### config.mk
export PLATFORM = sky130hd
export DESIGN_NAME = adc_scan_ctrl
export DESIGN_NICKNAME = d
export VERILOG_FILES = /design/src/rtl/adc_scan_ctrl.sv
export SDC_FILE = /design/constraint.sdc
export NUM_CORES = 1
export LEC_CHECK = 0
export BUFFER_PORTS_ARGS = -buffer_cell sky130_fd_sc_hd__buf_2
export CAP_MARGIN = 20
export CORE_MARGIN = 2
export CORE_UTILIZATION = 50
export DETAILED_ROUTE_END_ITERATION = 6
export GPL_ROUTABILITY_DRIVEN = 1
export PLACE_DENSITY = 0.77
export SLEW_MARGIN = 20
export SYNTH_ARGS = -nofsm -noshare
export SYNTH_HDL_FRONTEND = slang
export SYNTH_SLANG_ARGS = --single-unit
### constraint.sdc
create_clock -name clk -period 6.82 [get_ports clk]
set_clock_uncertainty 0.1 [all_clocks]
set_input_delay 0.341 -clock clk [delete_from_list [all_inputs] [get_ports clk]]
set_output_delay 0.341 -clock clk [all_outputs]
set_load 0.01 [all_outputs]
### src/rtl/adc_scan_ctrl.sv
// ADC conversion initiator: round-robin scan of the channels enabled in ch_mask,
// with start/ready handshake, per-sample strobe and a sticky timeout flag.
module adc_scan_ctrl #(
  parameter int NUM_CH  = 8,
  parameter int DATA_W  = 14,
  parameter int DIV_BIT = 5,
  parameter int SETTLE  = 16,
  parameter int TIMEOUT = 4095
) (
  input  logic                      clk,
  input  logic                      rst_n,
  input  logic                      enable,
  input  logic [NUM_CH-1:0]         ch_mask,
  output logic                      adc_clk,
  output logic                      adc_start,
  input  logic                      adc_ready,
  input  logic [DATA_W-1:0]         adc_value,
  output logic [$clog2(NUM_CH)-1:0] adc_channel_ind,
  output logic [3:0]                adc_counts,
  output logic                      sample_valid,
  output logic [$clog2(NUM_CH)-1:0] sample_ch,
  output logic [DATA_W-1:0]         sample_data,
  output logic [DATA_W-1:0]         adc_current_0,
  output logic                      timeout_err
);

  localparam int CH_W  = $clog2(NUM_CH);
  localparam int CNT_W = DIV_BIT + 1;
  localparam int TMR_W = $clog2(TIMEOUT + 1);

  typedef enum logic [2:0] {IDLE, SELECT, START, WAIT_RDY, CAPTURE, NEXT} state_t;

  state_t             state, state_nx;
  logic [CNT_W-1:0]   clk_count;
  logic [TMR_W-1:0]   tmr;
  logic [CH_W-1:0]    ptr, ptr_nx;
  logic               load_ptr, capture, timed_out, skip_wait;
  logic               rdy_s1, rdy_s2, rdy_prev, rdy_rise;

  function automatic logic [CH_W-1:0] next_enabled(input logic [CH_W-1:0] cur,
                                                   input logic [NUM_CH-1:0] mask);
    logic [CH_W-1:0] pick;
    logic [CH_W-1:0] c;
    logic            found;
    pick  = cur;
    found = 1'b0;
    for (int unsigned i = 1; i <= NUM_CH; i++) begin
      c = CH_W'((32'(cur) + i) % NUM_CH);
      if (!found && mask[c]) begin
        pick  = c;
        found = 1'b1;
      end
    end
    return pick;
  endfunction

  always_ff @(posedge clk or negedge rst_n) begin
    if (!rst_n) begin
      clk_count <= '0;
      rdy_s1    <= 1'b0;
      rdy_s2    <= 1'b0;
      rdy_prev  <= 1'b0;
    end else begin
      clk_count <= clk_count + 1'b1;
      rdy_s1    <= adc_ready;
      rdy_s2    <= rdy_s1;
      rdy_prev  <= rdy_s2;
    end
  end

  assign adc_clk   = clk_count[DIV_BIT];
  assign rdy_rise  = rdy_s2 & ~rdy_prev;
  assign adc_start = (state == START) && enable;

  // START is entered on the edge where clk_count wraps, so it spans exactly one
  // full adc_clk period beginning at clk_count = 0 and ends when it reaches all-ones.
  always_comb begin
    state_nx  = state;
    load_ptr  = 1'b0;
    capture   = 1'b0;
    timed_out = 1'b0;
    ptr_nx    = next_enabled(ptr, ch_mask);
    if (!enable) begin
      state_nx = IDLE;
    end else begin
      case (state)
        IDLE: if (|ch_mask) begin
          state_nx = SELECT;
          load_ptr = 1'b1;
        end
        SELECT: if (tmr >= TMR_W'(SETTLE - 1) && clk_count == '1) state_nx = START;
        START:  if (clk_count == '1) state_nx = WAIT_RDY;
        WAIT_RDY: begin
          if (rdy_rise) begin
            state_nx = CAPTURE;
          end else if (tmr == TMR_W'(TIMEOUT - 1)) begin
            state_nx  = NEXT;
            timed_out = 1'b1;
          end
        end
        CAPTURE: begin
          capture  = 1'b1;
          state_nx = NEXT;
        end
        NEXT: if (skip_wait || !rdy_s2) begin
          if (|ch_mask) begin
            state_nx = SELECT;
            load_ptr = 1'b1;
          end else begin
            state_nx = IDLE;
          end
        end
        default: state_nx = IDLE;
      endcase
    end
  end

  always_ff @(posedge clk or negedge rst_n) begin
    if (!rst_n) begin
      state           <= IDLE;
      tmr             <= '0;
      ptr             <= CH_W'(NUM_CH - 1);
      adc_channel_ind <= '0;
      skip_wait       <= 1'b0;
      sample_valid    <= 1'b0;
      sample_ch       <= '0;
      sample_data     <= '0;
      adc_current_0   <= '0;
      adc_counts      <= '0;
      timeout_err     <= 1'b0;
    end else begin
      state        <= state_nx;
      tmr          <= (state_nx != state) ? '0 : tmr + 1'b1;
      sample_valid <= capture;
      if (load_ptr) begin
        ptr             <= ptr_nx;
        adc_channel_ind <= ptr_nx;
      end
      // Remembers, through NEXT, whether the conversion was abandoned.
      if (state == WAIT_RDY) skip_wait <= timed_out;
      if (capture) begin
        sample_data <= adc_value;
        sample_ch   <= ptr;
        adc_counts  <= adc_counts + 1'b1;
        if (ptr == '0) adc_current_0 <= adc_value;
      end
      if (!enable)        timeout_err <= 1'b0;
      else if (timed_out) timeout_err <= 1'b1;
    end
  end

endmodule

Word-level counts from Yosys, hierarchy flattened
Cells that the tools add are included.
Widths: inputs -> output; s select.
{"block": "totals", "latchBits": 0, "elab_cells": 121, "register_bits": 68, "output_inout_bits": 42, "memories": 0, "ramBits": 0, "rom_bits": 0}
{"block": "op_classes", "n_mul": 0, "eq_ne": 9, "n_reduce_logical": 22, "magnitude_cmp": 9, "n_div": 0, "bitwise_logic": 2, "n_addsub": 11, "n_shift": 0, "muxes": 53}
{"operator": "$mux 3", "n": 15}
{"operator": "$lt 3x4->1 const B", "n": 8}
{"operator": "$mux 1", "n": 27}
{"operator": "$bmux 1 s3", "n": 8}
{"operator": "$pmux 3 s6", "n": 1}
{"operator": "$add 12x1->12 const B", "n": 1}
{"operator": "$add 3x3->3 const B", "n": 4}
{"operator": "$eq 12x12->1 const B", "n": 1}
{"operator": "$ge 12x4->1 const B", "n": 1}
{"operator": "$mux 12", "n": 1}
{"operator": "$logic_and 1x1->1", "n": 9}
{"operator": "$logic_not 1->1", "n": 8}
{"operator": "$reduce_or 8->1", "n": 1}
{"operator": "$add 3x1->3 const B", "n": 2}
{"operator": "$add 3x2->3 const B", "n": 2}
{"operator": "$add 6x1->6 const B", "n": 1}
{"operator": "$eq 3x2->1 const B", "n": 2}
{"operator": "$eq 3x3->1 const B", "n": 2}
{"operator": "$eq 6x6->1 const B", "n": 1}
{"operator": "$logic_not 3->1", "n": 2}
{"operator": "$add 4x1->4 const B", "n": 1}
{"operator": "$eq 3x1->1 const B", "n": 1}
{"operator": "$ne 3x3->1", "n": 1}
{"operator": "$ne 2x1->1 const B", "n": 1}
{"operator": "other kinds (5)", "n": 5}

Logic depth before layout (Yosys ltp)
{"block": "logic_depth", "ltp_word": 25, "mapped_depth": 12, "depth_no_buf": 9}

Worst setup path before layout
OpenSTA, ideal clock, no wires.
{"block": "synth_timing", "path_type": "reg-to-reg", "from": "register ptr[0]", "to": "register ptr[1]", "stages_incl_launch_ff": 12, "slack_ps": 3444, "n_path_buf": 3, "setup_ps": 82, "t_required_ps": 6638, "arrival_time_ps": 3194, "path_cell_list": "dfstp_2 -> buf_2 -> buf_2 -> inv_1 -> ha_1 -> buf_2 -> mux4_2 -> or2_2 -> inv_1 -> nand4_1 -> o21bai_1 -> mux2_2"}
{"block": "synth_via", "elab_chain_len": 25, "elab_cells_between_ends": 53, "classes_between": "add/sub (8); mux (31); reduce/logical (14)"}
{"element": "from (decl)", "line": "36", "text": "logic [CH_W-1:0] ptr, ptr_nx;"}
{"element": "from (signal assigned)", "line": "122", "text": "ptr <= CH_W'(NUM_CH - 1);"}
{"element": "from (signal assigned)", "line": "136", "text": "ptr <= ptr_nx;"}
{"element": "$add 3x1->3", "line": "48", "text": "c = CH_W'((32'(cur) + i) % NUM_CH);"}
{"element": "$bmux 1 s3", "line": "49", "text": "if (!found && mask[c]) begin"}
{"element": "$mux 1 (not written as such)", "line": "49"}
{"element": "$mux 1", "line": "49"}
{"element": "$logic_not 1->1", "line": "49"}
{"element": "$logic_and 1x1->1", "line": "49"}
{"element": "$mux 1", "line": "49"}
{"element": "$logic_not 1->1", "line": "49"}
{"element": "[... 9 more ...]"}
{"element": "$logic_and 1x1->1", "line": "49"}
{"element": "$mux 1", "line": "49"}
{"element": "$logic_not 1->1", "line": "49"}
{"element": "$logic_and 1x1->1", "line": "49"}
{"element": "$mux 1", "line": "49"}
{"element": "$logic_not 1->1", "line": "49"}
{"element": "$logic_and 1x1->1", "line": "49"}
{"element": "$mux 3 (*)", "line": "49"}
Every way passes the cells marked *; elsewhere a longest branch is shown, timed or not. The select of a mux whose other input is x is not followed.
A chain may end at the register's enable or synchronous reset.

Final worst setup path
{"block": "layout_timing", "from": "register ptr[0]", "to": "register adc_channel_ind[2]"}
{"block": "layout_via", "elab_chain_len": 25, "elab_cells_between_ends": 53, "classes_between": "add/sub (8); mux (31); reduce/logical (14)"}
{"element": "$add 3x1->3", "line": "48"}
{"element": "$bmux 1 s3", "line": "49"}
{"element": "$mux 1 (not written as such)", "line": "49"}
{"element": "$mux 1", "line": "49"}
{"element": "$logic_not 1->1", "line": "49"}
{"element": "$logic_and 1x1->1", "line": "49"}
{"element": "$mux 1", "line": "49"}
{"element": "$logic_not 1->1", "line": "49"}
{"element": "[... 9 more ...]"}
{"element": "$logic_and 1x1->1", "line": "49"}
{"element": "$mux 1", "line": "49"}
{"element": "$logic_not 1->1", "line": "49"}
{"element": "$logic_and 1x1->1", "line": "49"}
{"element": "$mux 1", "line": "49"}
{"element": "$logic_not 1->1", "line": "49"}
{"element": "$logic_and 1x1->1", "line": "49"}
{"element": "$mux 3 (*)", "line": "49"}
{"element": "to (signal assigned)", "line": "137", "text": "adc_channel_ind <= ptr_nx;"}
{"element": "to (decl)", "line": "18", "text": "output logic [$clog2(NUM_CH)-1:0] adc_channel_ind,"}
Marked as above.

==> flow_metrics.env <==
export IMPL_outcome="finished clean"
export IMPL_synth_top_area_share_pct=43.2
export IMPL_ys_top_cells_by_count="dfrtp_1, mux2_2, nor2_1, nand2_1, mux2i_1"
export IMPL_clk_pin_slew_worst_paths_ns=0.08
export IMPL_cts_buffers=9
export IMPL_drt_vias_per_instance=5.71
export IMPL_cts_root_buf="clkbuf_8"
export IMPL_grt_first_pass_wirelength_um=14000
export IMPL_period_share_pct=53.5
export IMPL_final_area_um2=4460
export IMPL_worst_slew_pin_slew_ns=0.943
export IMPL_drive_gt1_share_pct=33.5
export IMPL_drv_cap=0
export IMPL_routed_wirelength_um=8140
export IMPL_rsz0062_at_grt="no"
export IMPL_critPathLaunchType="flop"
export IMPL_vdd_drop_max_v=0.000205
export IMPL_setup_violations=0
export IMPL_dp_hpwl_um=5740
export IMPL_start_util_pct=51.7
export IMPL_clkLatencyLatePin_ns=0.34
export IMPL_fin_tns_setup_ns=0
export IMPL_synthFlopType="dfrtp_1"
export IMPL_num_rows=31
export IMPL_io_pins=68
export IMPL_timing_rr_start="ptr[0]"
export IMPL_fmax_mhz=274
export IMPL_syn_nets=369
export IMPL_leakage_nw=2.15
export IMPL_first_iter_violations=147
export IMPL_yosysWarnings=0
export IMPL_cp_slowest_stage_delay_ns=0.81
export IMPL_antenna_left=0
export IMPL_arrival_ns=3.77
export IMPL_slew_violations=0
export IMPL_p_int_mw=1.07
export IMPL_grt_usage_pct=20.8
export IMPL_finalHoldViolCount=0
export IMPL_fp_dieH_um=90.8
export IMPL_p_sw_uw=655
export IMPL_pwr_share_clk_pct=25.2
export IMPL_combPwrFrac_pct=44.7
export IMPL_globalRouteOverflowTotal=0
export IMPL_dieArea_um2=8250
export IMPL_antenna_cells=0
export IMPL_path_max_fanout=22
export IMPL_seq_area_frac_synth_pct=45.3
export IMPL_wire_per_inst_um=16.0
export IMPL_drc=0
export IMPL_cp_cell_sequence="inv_1, ha_1, mux4_2, nor2b_1, a211o_1, a222oi_1, o211ai_1, a221oi_2, nor3_1"
export IMPL_die_width_um=90.8
export IMPL_synth_most_common_cell="dfrtp_1"
export IMPL_slowest_stage="dfstp_2"
export IMPL_syn_area_per_cell_um2=11.2
export IMPL_syn_to_final_growth_pct=18.3
export IMPL_yosys_top_cells_area="dfrtp_1, mux2_2, mux2i_1"
export IMPL_synth_seq_cells=68
export IMPL_ys_async_sr_fraction_pct=100
export IMPL_hold_worst_slack_ns=0.0704
export IMPL_p_sw_share_pct=38.0
export IMPL_reg2reg_to="adc_channel_ind[2]"
export IMPL_critPathKind="flop to flop"
export IMPL_cts_sinks=68
export IMPL_min_period_ns=3.65
export IMPL_gp_congestion=0.920
export IMPL_cts_max_level=3
export IMPL_nNetsFinal=437
export IMPL_rrSetupSlack_ns=3.17
export IMPL_firstDrtPassIters=4
export IMPL_cts_tree="done"
export IMPL_cp_top_family="compound AO/OA/AOI/OAI gates"
export IMPL_p_seq_share_pct=30.1
export IMPL_synth_edff_count=0
export IMPL_cts_resized=0
export IMPL_placed_area_um2=4190
export IMPL_clk_path_buf_depth=2
export IMPL_r2r_cells=9
export IMPL_synth_area_um2=3770
export IMPL_io_buffers=67
export IMPL_hold_path_class="primary input to asynchronous set/reset pin"
export IMPL_slew_headroom_pct=36.9
export IMPL_required_ns=6.94
export IMPL_yosysTopAreaCell="dfrtp_1"
export IMPL_end_kind="flop"
export IMPL_ys_types=55
export IMPL_postSynthCellCount=336
export IMPL_p_per_area_nw_per_um2=386
export IMPL_antenna_found_initial=0
export IMPL_total_power_mw=1.72
export IMPL_core_area_um2=7290
export IMPL_crit_buf_inv=1
export IMPL_via_count=2901
export IMPL_grt_pass1_vias=2981
export IMPL_grt_max_degree=69
flip-flops by register name, summed over array words and instances (netlist names), 3 cells and up:
signal / cells
sample_ch: 3
adc_channel_ind: 3
adc_current_0: 14
clk_count: 6
tmr: 12
sample_data: 14
ptr: 3
adc_counts: 4
state: 3
cell usage in the layout, fill, tap and decap left out, types with 5 or more instances in the layout:
| master | n |
|---|---|
| buf_2 | 67 |
| xnor2_1 | 15 |
| nor4_1 | 5 |
| nor2b_1 | 7 |
| nor2_1 | 22 |
| nand3_1 | 10 |
| ha_1 | 7 |
| clkbuf_8 | 9 |
| mux2_2 | 34 |
| nand4_1 | 7 |
| a21oi_1 | 14 |
| mux2i_1 | 18 |
| inv_1 | 13 |
| xor2_1 | 9 |
| and3_1 | 5 |
| mux4_2 | 6 |
| nand2_1 | 21 |
| o21ai_0 | 6 |
| dfrtp_1 | 65 |
worst max-delay path by stage:
stage | end | slack [ns] | start | cells after the start
6_report | adc_channel_ind[2] | 3.17 | ptr[0] | 9
3_3_place_gp | adc_channel_ind[2] | 3.30 | ptr[0] | 9
3_5_place_dp | adc_channel_ind[2] | 3.20 | ptr[0] | 9
2_1_floorplan | ptr[1] | 3.44 | ptr[0] | 11
4_1_cts | adc_channel_ind[2] | 3.19 | ptr[0] | 9
5_1_grt | adc_channel_ind[2] | 2.92 | ptr[0] | 9
cells by family (layout without fill, tap and decap cells):
group                      after synthesis  count (layout)  share of synthesized area, %
and+or+nand+nor                         97              97                          13.2
AOI/OAI and AO/OA                       54              54                          10.9
buffers and inverters                   26              99                          2.89
DFF                                     68              68                          45.3
xor gates and xnor gates                25              25                          6.31
muxes                                   59              59                          19.1
adders and majority gates                7               7                          2.32
power groups by stage:
stage	clock network, mW	registers [mW]	logic, mW
2_1_floorplan	0	0.483	0.640
3_3_place_gp	0	0.523	0.738
3_5_place_dp	0	0.526	0.756
4_1_cts	0.443	0.519	0.763
5_1_grt	0.460	0.528	0.839
6_report	0.435	0.518	0.770
metal layers:
layer / global-route usage (%) / wire length (um) / vias up
met5: 0 / 0 / -
met4: 7.95 / 148 / 0
met3: 4.51 / 458 / 11
met2: 35.0 / 4000 / 95
met1: 26.4 / 3530 / 1427
li1: - / - / 1368
stage by stage:
step / util [%] / std cells / worst slack, ns
2_1_floorplan: - / 336 / 3.44
3_3_place_gp: 57.4 / 491 / 3.30
3_5_place_dp: 57.4 / 491 / 3.20
4_1_cts: 61.2 / 508 / 3.19
5_1_grt: 61.2 / 508 / 2.92
6_report: 61.2 / 508 / 3.17
repair_timing:
item,4_1_cts,5_1_grt
hold endpoints to repair,1,0
hold buffers,1,0
buffers inserted,0,0
final cells by class:
class                           instances  area (um2)
Clock buffer                           10         128
Clock inverter                          6         136
Multi-Input combinational cell        242        1960
Sequential cell                        68        1710
Fill cell                             595        2830
Tap cell                               99         124
Inverter                               13        48.8
Timing Repair Buffer                   70         360
No activity file was read; power rests on OpenSTA's default activity.
